$ cat config.mk
export PLATFORM = sky130hd
export DESIGN_NAME = ultrasonic_ranger
export DESIGN_NICKNAME = d
export VERILOG_FILES = /design/src/rtl/ultrasonic_ranger.sv
export SDC_FILE = /design/constraint.sdc
export NUM_CORES = 1
export LEC_CHECK = 0
export ABC_AREA = 1
export CAP_MARGIN = 20
export CORE_MARGIN = 1
export CORE_UTILIZATION = 45
export CTS_CLUSTER_DIAMETER = 150
export CTS_CLUSTER_SIZE = 20
export DETAILED_ROUTE_END_ITERATION = 10
export DONT_BUFFER_PORTS = 1
export HOLD_SLACK_MARGIN = 0.1
export RECOVER_POWER = 25
export REMOVE_ABC_BUFFERS = 1
export SETUP_SLACK_MARGIN = 0.1
export SKIP_LAST_GASP = 1
export SYNTH_ARGS = -nofsm -noshare
export SYNTH_HDL_FRONTEND = slang
export SYNTH_SLANG_ARGS = --single-unit
$ cat constraint.sdc
create_clock -name clk_i -period 1.55 [get_ports clk_i]
set_input_delay 0.0775 -clock clk_i [delete_from_list [all_inputs] [get_ports clk_i]]
set_output_delay 0.0775 -clock clk_i [all_outputs]
set_load 0.02 [all_outputs]
$ cat src/rtl/ultrasonic_ranger.sv
// Ultrasonic ranger: triggers the sensor every period, times the echo pulse in whole centimetres.
// Optional RANGE_AVG_EN: publish the mean of the last four non-timeout results. Assumes TICKS_PER_CM >= 2.
module ultrasonic_ranger #(
    parameter int TRIG_CYCLES         = 1000,
    parameter int PERIOD_CYCLES       = 6_000_000,
    parameter int TICKS_PER_CM        = 5800,
    parameter int MAX_CM              = 400,
    parameter int RISE_TIMEOUT_CYCLES = 3_000_000
) (
    input  logic       clk_i,
    input  logic       rst_ni,
    input  logic       echo_i,
    input  logic       enable_i,
    input  logic [8:0] threshold_cm_i,
    output logic       trigger_o,
    output logic [8:0] distance_cm_o,
    output logic       distance_valid_o,
    output logic       obstacle_o,
    output logic       timeout_o,
    output logic [2:0] state_o
);
    localparam int TMAX_A = (TRIG_CYCLES > RISE_TIMEOUT_CYCLES) ? TRIG_CYCLES : RISE_TIMEOUT_CYCLES;
    localparam int TMAX   = (TMAX_A > TICKS_PER_CM) ? TMAX_A : TICKS_PER_CM;
    localparam int PW     = $clog2(PERIOD_CYCLES);
    localparam int TW     = $clog2(TMAX);

    localparam logic [PW-1:0] PERIOD_LAST = PW'(PERIOD_CYCLES - 1);
    localparam logic [TW-1:0] TRIG_LAST   = TW'(TRIG_CYCLES - 1);
    localparam logic [TW-1:0] RISE_LAST   = TW'(RISE_TIMEOUT_CYCLES - 1);
    localparam logic [TW-1:0] TICK_LAST   = TW'(TICKS_PER_CM - 1);
    localparam logic [8:0]    MAX_V       = 9'(MAX_CM);

    typedef enum logic [2:0] {S_IDLE, S_TRIG, S_WAIT, S_MEAS, S_DONE} state_t;

    state_t          state_q, state_d;
    logic            echo_meta_q, echo_s_q;
    logic [PW-1:0]   period_q, period_d;
    logic [TW-1:0]   timer_q, timer_d;
    logic [8:0]      cm_q, cm_d;
    logic            res_to_q, res_to_d;
    logic            trigger_q, trigger_d;
    logic [8:0]      distance_q;
    logic            valid_q, obstacle_q, timeout_q;

    always_comb begin
        state_d  = state_q;
        timer_d  = timer_q;
        cm_d     = cm_q;
        res_to_d = res_to_q;
        period_d = '0;
        // At the end of a period an IDLE ranger waits for a busy sensor by holding the count.
        if (enable_i) begin
            if (period_q == PERIOD_LAST)
                period_d = (state_q == S_IDLE && echo_s_q) ? PERIOD_LAST : '0;
            else
                period_d = period_q + 1'b1;
        end
        case (state_q)
            S_IDLE: begin
                if (enable_i && period_q == PERIOD_LAST && !echo_s_q) begin
                    state_d = S_TRIG;
                    timer_d = '0;
                end
            end
            S_TRIG: begin
                if (timer_q == TRIG_LAST) begin
                    state_d = S_WAIT;
                    timer_d = '0;
                end else begin
                    timer_d = timer_q + 1'b1;
                end
            end
            S_WAIT: begin
                if (echo_s_q) begin
                    // The cycle that sees the rise is already one echo-high tick.
                    state_d = S_MEAS;
                    timer_d = TW'(1);
                    cm_d    = '0;
                end else if (timer_q == RISE_LAST) begin
                    state_d  = S_DONE;
                    cm_d     = MAX_V;
                    res_to_d = 1'b1;
                end else begin
                    timer_d = timer_q + 1'b1;
                end
            end
            S_MEAS: begin
                if (!echo_s_q) begin
                    state_d  = S_DONE;
                    res_to_d = 1'b0;
                end else if (cm_q == MAX_V) begin
                    state_d  = S_DONE;
                    res_to_d = 1'b1;
                end else if (timer_q == TICK_LAST) begin
                    timer_d = '0;
                    cm_d    = cm_q + 1'b1;
                end else begin
                    timer_d = timer_q + 1'b1;
                end
            end
            S_DONE:  state_d = S_IDLE;
            default: state_d = S_IDLE;
        endcase
        trigger_d = (state_d == S_TRIG);
    end

    always_ff @(posedge clk_i or negedge rst_ni) begin
        if (!rst_ni) begin
            state_q     <= S_IDLE;
            echo_meta_q <= 1'b0;
            echo_s_q    <= 1'b0;
            period_q    <= '0;
            timer_q     <= '0;
            cm_q        <= '0;
            res_to_q    <= 1'b0;
            trigger_q   <= 1'b0;
        end else begin
            state_q     <= state_d;
            echo_meta_q <= echo_i;
            echo_s_q    <= echo_meta_q;
            period_q    <= period_d;
            timer_q     <= timer_d;
            cm_q        <= cm_d;
            res_to_q    <= res_to_d;
            trigger_q   <= trigger_d;
        end
    end

`ifdef RANGE_AVG_EN
    logic [8:0]  hist_q [4];
    logic        pend_q, pend_to_q;
    logic [10:0] sum;
    logic [8:0]  avg;

    assign sum = 11'(hist_q[0]) + 11'(hist_q[1]) + 11'(hist_q[2]) + 11'(hist_q[3]);
    assign avg = 9'(sum >> 2);

    always_ff @(posedge clk_i or negedge rst_ni) begin
        if (!rst_ni) begin
            for (int i = 0; i < 4; i++) hist_q[i] <= MAX_V;
            pend_q     <= 1'b0;
            pend_to_q  <= 1'b0;
            distance_q <= '0;
            valid_q    <= 1'b0;
            obstacle_q <= 1'b0;
            timeout_q  <= 1'b0;
        end else begin
            pend_q    <= (state_q == S_DONE);
            pend_to_q <= res_to_q;
            if (state_q == S_DONE && !res_to_q) begin
                hist_q[0] <= cm_q;
                hist_q[1] <= hist_q[0];
                hist_q[2] <= hist_q[1];
                hist_q[3] <= hist_q[2];
            end
            valid_q <= pend_q;
            if (pend_q) begin
                distance_q <= pend_to_q ? MAX_V : avg;
                timeout_q  <= pend_to_q;
                obstacle_q <= !pend_to_q && (avg <= threshold_cm_i);
            end
        end
    end
`else
    always_ff @(posedge clk_i or negedge rst_ni) begin
        if (!rst_ni) begin
            distance_q <= '0;
            valid_q    <= 1'b0;
            obstacle_q <= 1'b0;
            timeout_q  <= 1'b0;
        end else begin
            valid_q <= (state_q == S_DONE);
            if (state_q == S_DONE) begin
                distance_q <= cm_q;
                timeout_q  <= res_to_q;
                obstacle_q <= !res_to_q && (cm_q <= threshold_cm_i);
            end
        end
    end
`endif

    assign trigger_o        = trigger_q;
    assign distance_cm_o    = distance_q;
    assign distance_valid_o = valid_q;
    assign obstacle_o       = obstacle_q;
    assign timeout_o        = timeout_q;
    assign state_o          = state_q;
endmodule

-- Yosys cells after proc, flatten, opt, wreduce, memory -nomap -nowiden
Cells that the tools add are included.
- logic and storage cells: 76
- output and inout bits: 16
- register bits after elaboration: 73
- bits of input ports: 13
- reduce and logical (&&, ||, !) cells: 12
- multiplexer cells: 29
- equal/unequal tests: 19
- add/sub/neg operators: 3
- order comparisons: 1
- operators by type and width (cell ; number):
    $mux 22 ; 7
    $pmux 22 s4 ; 1
    $mux 23 ; 3
    $mux 9 ; 5
    $add 23x1->23 const B ; 1
    $eq 23x23->1 const B ; 1
    $add 22x1->22 const B ; 1
    $eq 22x10->1 const B ; 1
    $eq 22x13->1 const B ; 1
    $eq 22x22->1 const B ; 1
    $mux 3 ; 6
    $pmux 9 s2 ; 1
    $pmux 3 s4 ; 1
    $ne 2x2->1 const B ; 5
    $reduce_and 5->1 ; 2
    $add 9x1->9 const B ; 1
    $eq 9x9->1 const B ; 1
    $le 9x9->1 ; 1
    $ne 3x3->1 const B ; 3
    $eq 3x1->1 const B ; 2
    $eq 3x2->1 const B ; 2
    $logic_and 1x1->1 ; 4
    $mux 1 ; 4
    $reduce_and 4->1 ; 1
    7 further kinds ; 8

-- Depth between registers and ports, before layout
- depth after elaboration: 6
- gate-level depth with buffers: 13
- gate-level depth less buffers: 12

-- Worst setup path before layout
Ideal clock, no wire load.
- kind: reg2reg
- from: register timer_q[0]
- to: register cm_q[6]
- setup slack: -0.135 ns
- data required time: 1.429 ns
- clock period less this slack: 1.685 ns
- cell stages (with the launch flop): 9
- setup time: 0.121 ns
- arrival: 1.564 ns
- buffers on the path: 0
- cell sequence: dfrtp_1 -> ha_1 -> nand3_1 -> nor2_2 -> nand3_4 -> o21ai_4 -> nand3_4 -> nand2_1 -> nand2_1
- word-level cells in the longest chain between the ends: 3
- elaborated cells between the ends (all ways): 5
- those cells by class: eq/ne (4); reduce/logical (1)
- RTL lines (what ; RTL line ; source):
    start: declaration ; 38 ; logic [TW-1:0] timer_q, timer_d;
    start signal: assignment ; 122 ; timer_q <= timer_d;
    $eq 22x22->1 or $eq 22x13->1 (tied branches) ; 79, 94 ;
    $ne 3x3->1 (no line) or $ne 2x2->1 (tied branches) ; - ;
    $reduce_and 5->1 (no line) (*) ; - ;
    end signal: assignment ; 123 ; cm_q <= cm_d;
    end: declaration ; 39 ; logic [8:0] cm_q, cm_d;
Every way passes the cells marked *; elsewhere a longest branch is shown, timed or not.
A chain may end at the register's enable or synchronous reset.

-- Worst setup path after layout
- from: register timer_q[20]
- to: register timer_q[1]
- word-level cells in the longest chain between the ends: 5
- elaborated cells between the ends (all ways): 10
- those cells by class: eq/ne (4); mux (5); reduce/logical (1)
- RTL lines (what ; RTL line ; source):
    $eq 22x13->1 ; 94 ; end else if (timer_q == TICK_LAST) begin
    $mux 22 ; 94 ;
    $mux 22 ; 91 ; end else if (cm_q == MAX_V) begin
    $mux 22 ; 88 ; if (!echo_s_q) begin
    $pmux 22 s4 ; 58 ; case (state_q)
Parallel ways exist; a longest one is shown, timed or not. The select of a mux whose other input is x is not followed.

==> results.py <==
metrics = {
    "global_route": {
        "grt_first_pass_wirelength_mm": 25.9,
        "grt_pass1_vias": 5295,
        "overflow": 0,
        "antenna_found_initial": 0,
        "grt_max_degree": 74,
        "grt_usage": 0.292,
    },
    "synth": {
        "synth_cell_types": 35,
        "ys_ff_latch": 73,
        "syn_area_per_cell_um2": 6.86,
        "seq_area_frac_synth": 0.370,
        "synth_top_area_frac": 0.370,
        "syn_area_um2": 4930,
        "ys_warn_count": 0,
        "synth.area.top_cells": "dfrtp_1, nand2_1, nand3_1",
        "yosysTopAreaCell": "dfrtp_1",
        "synthCells": 719,
    },
    "clocking": {
        "clk_pin_slew_ns": 0.09,
        "clock_latency_ns": 0.38,
        "htree_levels": 3,
        "cts-hold-fix-buffers": 2,
        "cts_buffers": 9,
        "cts_sinks": 73,
        "cts_root_buf": "clkbuf_8",
        "max-clock-path-buffers": 2,
        "tritoncts": "built",
    },
    "floorplanning": {
        "fp.dieH_um": 107,
        "rows": 37,
        "die_w_um": 107,
        "core_area_um2": 10500,
        "start_util": 0.472,
        "die-area_um2": 11400,
        "io_pins": 29,
    },
    "worst_setup_path": {
        "cp_common_cell": "nand2_1",
        "critical_path.max_stage_delay_ns": 0.42,
        "cp-end-kind": "flop",
        "cp-start-kind": "flop",
        "arrival_ns": 2.02,
        "cp-startpoint": "timer_q[20]$_DFFE_PN0P_",
        "worstSetupPathType": "reg -> reg",
        "crit_required_ns": 1.87,
        "crit_chain": "inv_1, nand2_1, nor2_1, nand2_1, nor2_2, nand3_2, nand2_4, nor2_4, nand2_4, buf_16, nand2_1, nand2_1",
        "cpMaxStageDelayCell": "dfrtp_1",
        "reg2reg_depth": 12,
        "worstPathMaxFanout": 11,
        "r2r_slack_ns": -0.15,
        "r2r_end": "timer_q[1]$_DFFE_PN0P_",
        "reg2reg_from": "timer_q[20]$_DFFE_PN0P_",
    },
    "sta": {
        "tns_ns": -6.01,
        "drv_slew": 0,
        "hold_viol_final": 73,
        "fin_skew_ns": 0.0128,
        "maxSlewHeadroom": 0.810,
        "tightest_slew_ns": 0.284,
        "setup_ws_ns": -0.154,
        "rsz0062_at_grt": "true",
        "period_minus_slack_ns": 1.70,
        "hold_ws_ns": -0.609,
        "max_freq_mhz": 587,
        "period_share": 1.10,
        "setup_viol": 54,
    },
    "pwr": {
        "p_per_area_nw_per_um2": 524,
        "ir_drop_uv": 1170,
        "p_leak_nw": 3.66,
    },
    "placed_design": {
        "port_buffers": 0,
        "dp_hpwl_mm": 10.4,
        "placed_area_um2": 6160,
        "placed_cells": 983,
        "gp_congestion": 0.960,
        "dp_slack_ns": -0.301,
    },
    "drt": {
        "vias": 5540,
        "wl_per_cell_um": 15.3,
        "remaining_drc_errors": 0,
        "drtPass1Iterations": 5,
        "ant_nets": 0,
        "vias_per_cell": 5.36,
        "drt_iter0_markers": 385,
        "finalWirelength_mm": 15.8,
    },
    "layout": {
        "diodes": 0,
        "nFillCells": 796,
        "register_area_um2": 1830,
        "areaGrowthSynthToFinish_pct": 51.7,
        "final_cells": 1033,
        "multi_input_area_um2": 3400,
        "layout.nets": 918,
        "drive_above_1_share": 0.394,
        "final_area_um2": 7480,
    },
    "run_status": {
        "violations": "negative hold slack, negative setup slack",
        "status": "complete, but fails checks",
    },
    "run": {
        "max_cap_violations": 0,
    },
    "min_path": {
        "hold_path_class": "in -> async",
    },
}
## cells in the mapped netlist
| master | number |
|---|---|
| nand2_1 | 211 |
| nor2_1 | 97 |
| nand3_1 | 80 |
| inv_1 | 74 |
| dfrtp_1 | 73 |
| nand4_1 | 32 |
| xor2_1 | 27 |
| nor3_1 | 16 |
| o21ai_0 | 15 |
| a21oi_1 | 14 |
| ha_1 | 13 |
| inv_2 | 12 |
| nand2_2 | 6 |
| clkbuf_1 | 5 |
| nor2_2 | 5 |
| o211ai_1 | 4 |
| buf_2 | 3 |
| buf_4 | 3 |
| nor2_4 | 3 |
| xnor2_1 | 3 |
| and2_1 | 2 |
| clkinv_1 | 2 |
| nand3_2 | 2 |
| nand3_4 | 2 |
| nor3_2 | 2 |
| nor3b_1 | 2 |
| nor4_1 | 2 |
| o21ai_1 | 2 |
| a21o_1 | 1 |
| buf_1 | 1 |
| clkbuf_2 | 1 |
| nand3b_1 | 1 |
| o2111ai_1 | 1 |
| o21a_1 | 1 |
| o21ai_4 | 1 |
## where the power goes
group	internal [mW]	switching [mW]	total, mW
Combinational	0.0641	0.0784	0.142
Sequential	1.91	0.00964	1.92
Clock	1.07	0.794	1.86
## flip-flops by register name, summed over array words and instances, names as in the netlist
signal and count:
distance_valid_o 1, state_o 3, echo_s_q 1, cm_q 9, obstacle_o 1, timer_q 22, distance_cm_o 9, timeout_o 1
trigger_o 1, res_to_q 1, period_q 23, echo_meta_q 1
## through the flow
| step | util | total power [mW] |
|---|---|---|
| 2_1_floorplan | - | 2.00 |
| 4_1_cts | 0.682 | 3.94 |
| 6_report | 0.715 | 3.93 |
| 3_5_place_dp | 0.589 | 2.04 |
| 5_1_grt | 0.715 | 4.07 |
| 3_3_place_gp | 0.589 | 2.03 |
## area by class of cell
cell class,instances,share of cell area
multi-input combinational,547,0.454
sequential,73,0.245
timing repair buffer,172,0.199
inverter,88,0.0470
tap,136,0.0227
clock buffer,9,0.0165
clock inverter,7,0.0159
timing repair inverter,1,0.00100
## worst max-delay path: cells and delay by family, from the launching register on
| kind | cells | cell delay [ns] |
|---|---|---|
| flip-flops | 1 | 0.42 |
| AND/OR/NAND/NOR | 10 | 0.98 |
| buffers and inverters | 2 | 0.25 |
## cell families (layout without fill, tap and decap cells)
kind of cell	after synthesis	in the layout	share of synthesized area
AND/OR/NAND/NOR	463	465	0.418
adder cells (fa/ha/maj)	13	13	0.0330
flip-flops	73	73	0.370
buffers and inverters	101	277	0.0801
XOR/XNOR	30	30	0.0532
AO/OA/AOI/OAI	39	39	0.0456
## worst max path at each step
stage                                   end  depth (start not counted)
finish               timer_q[1]$_DFFE_PN0P_                         12
global route         timer_q[1]$_DFFE_PN0P_                         13
global placement     timer_q[0]$_DFFE_PN0P_                         11
floorplan           timer_q[13]$_DFFE_PN0P_                         10
CTS                  timer_q[1]$_DFFE_PN0P_                         12
detailed placement   timer_q[0]$_DFFE_PN0P_                         11
## routing by layer
metal  routed length, um  global-route usage
met1                6900               0.384
met2                7530               0.481
met3                1010              0.0693
met4                 347              0.0773
met5                   0                   0
## placed cells by master, fill, tap and decap left out, types with 7 or more instances in the layout
cell type and count:
nor2_2 27, nand2_4 11, o21ai_0 7, ha_1 8
nand2_2 34, dfrtp_1 70, nor3_1 13, o21ai_1 8
nand4_1 32, nand2_1 171, nor2_1 57, a21oi_2 8
nand3_1 66, inv_2 19, clkbuf_8 9, nor2_4 22
inv_1 64, nand3_2 11, xor2_1 25, buf_6 20
buf_4 142, nand3_4 8
## repair_timing
item / CTS / global route
buffers inserted: 20 / 13
endpoints found under the setup margin: 57 / 70
cloned: 5 / 0
endpoints found under the hold margin: 99 / 73
pin swaps: 24 / 42
resized for setup: 130 / 87
Power figures use the tool's default switching activity.
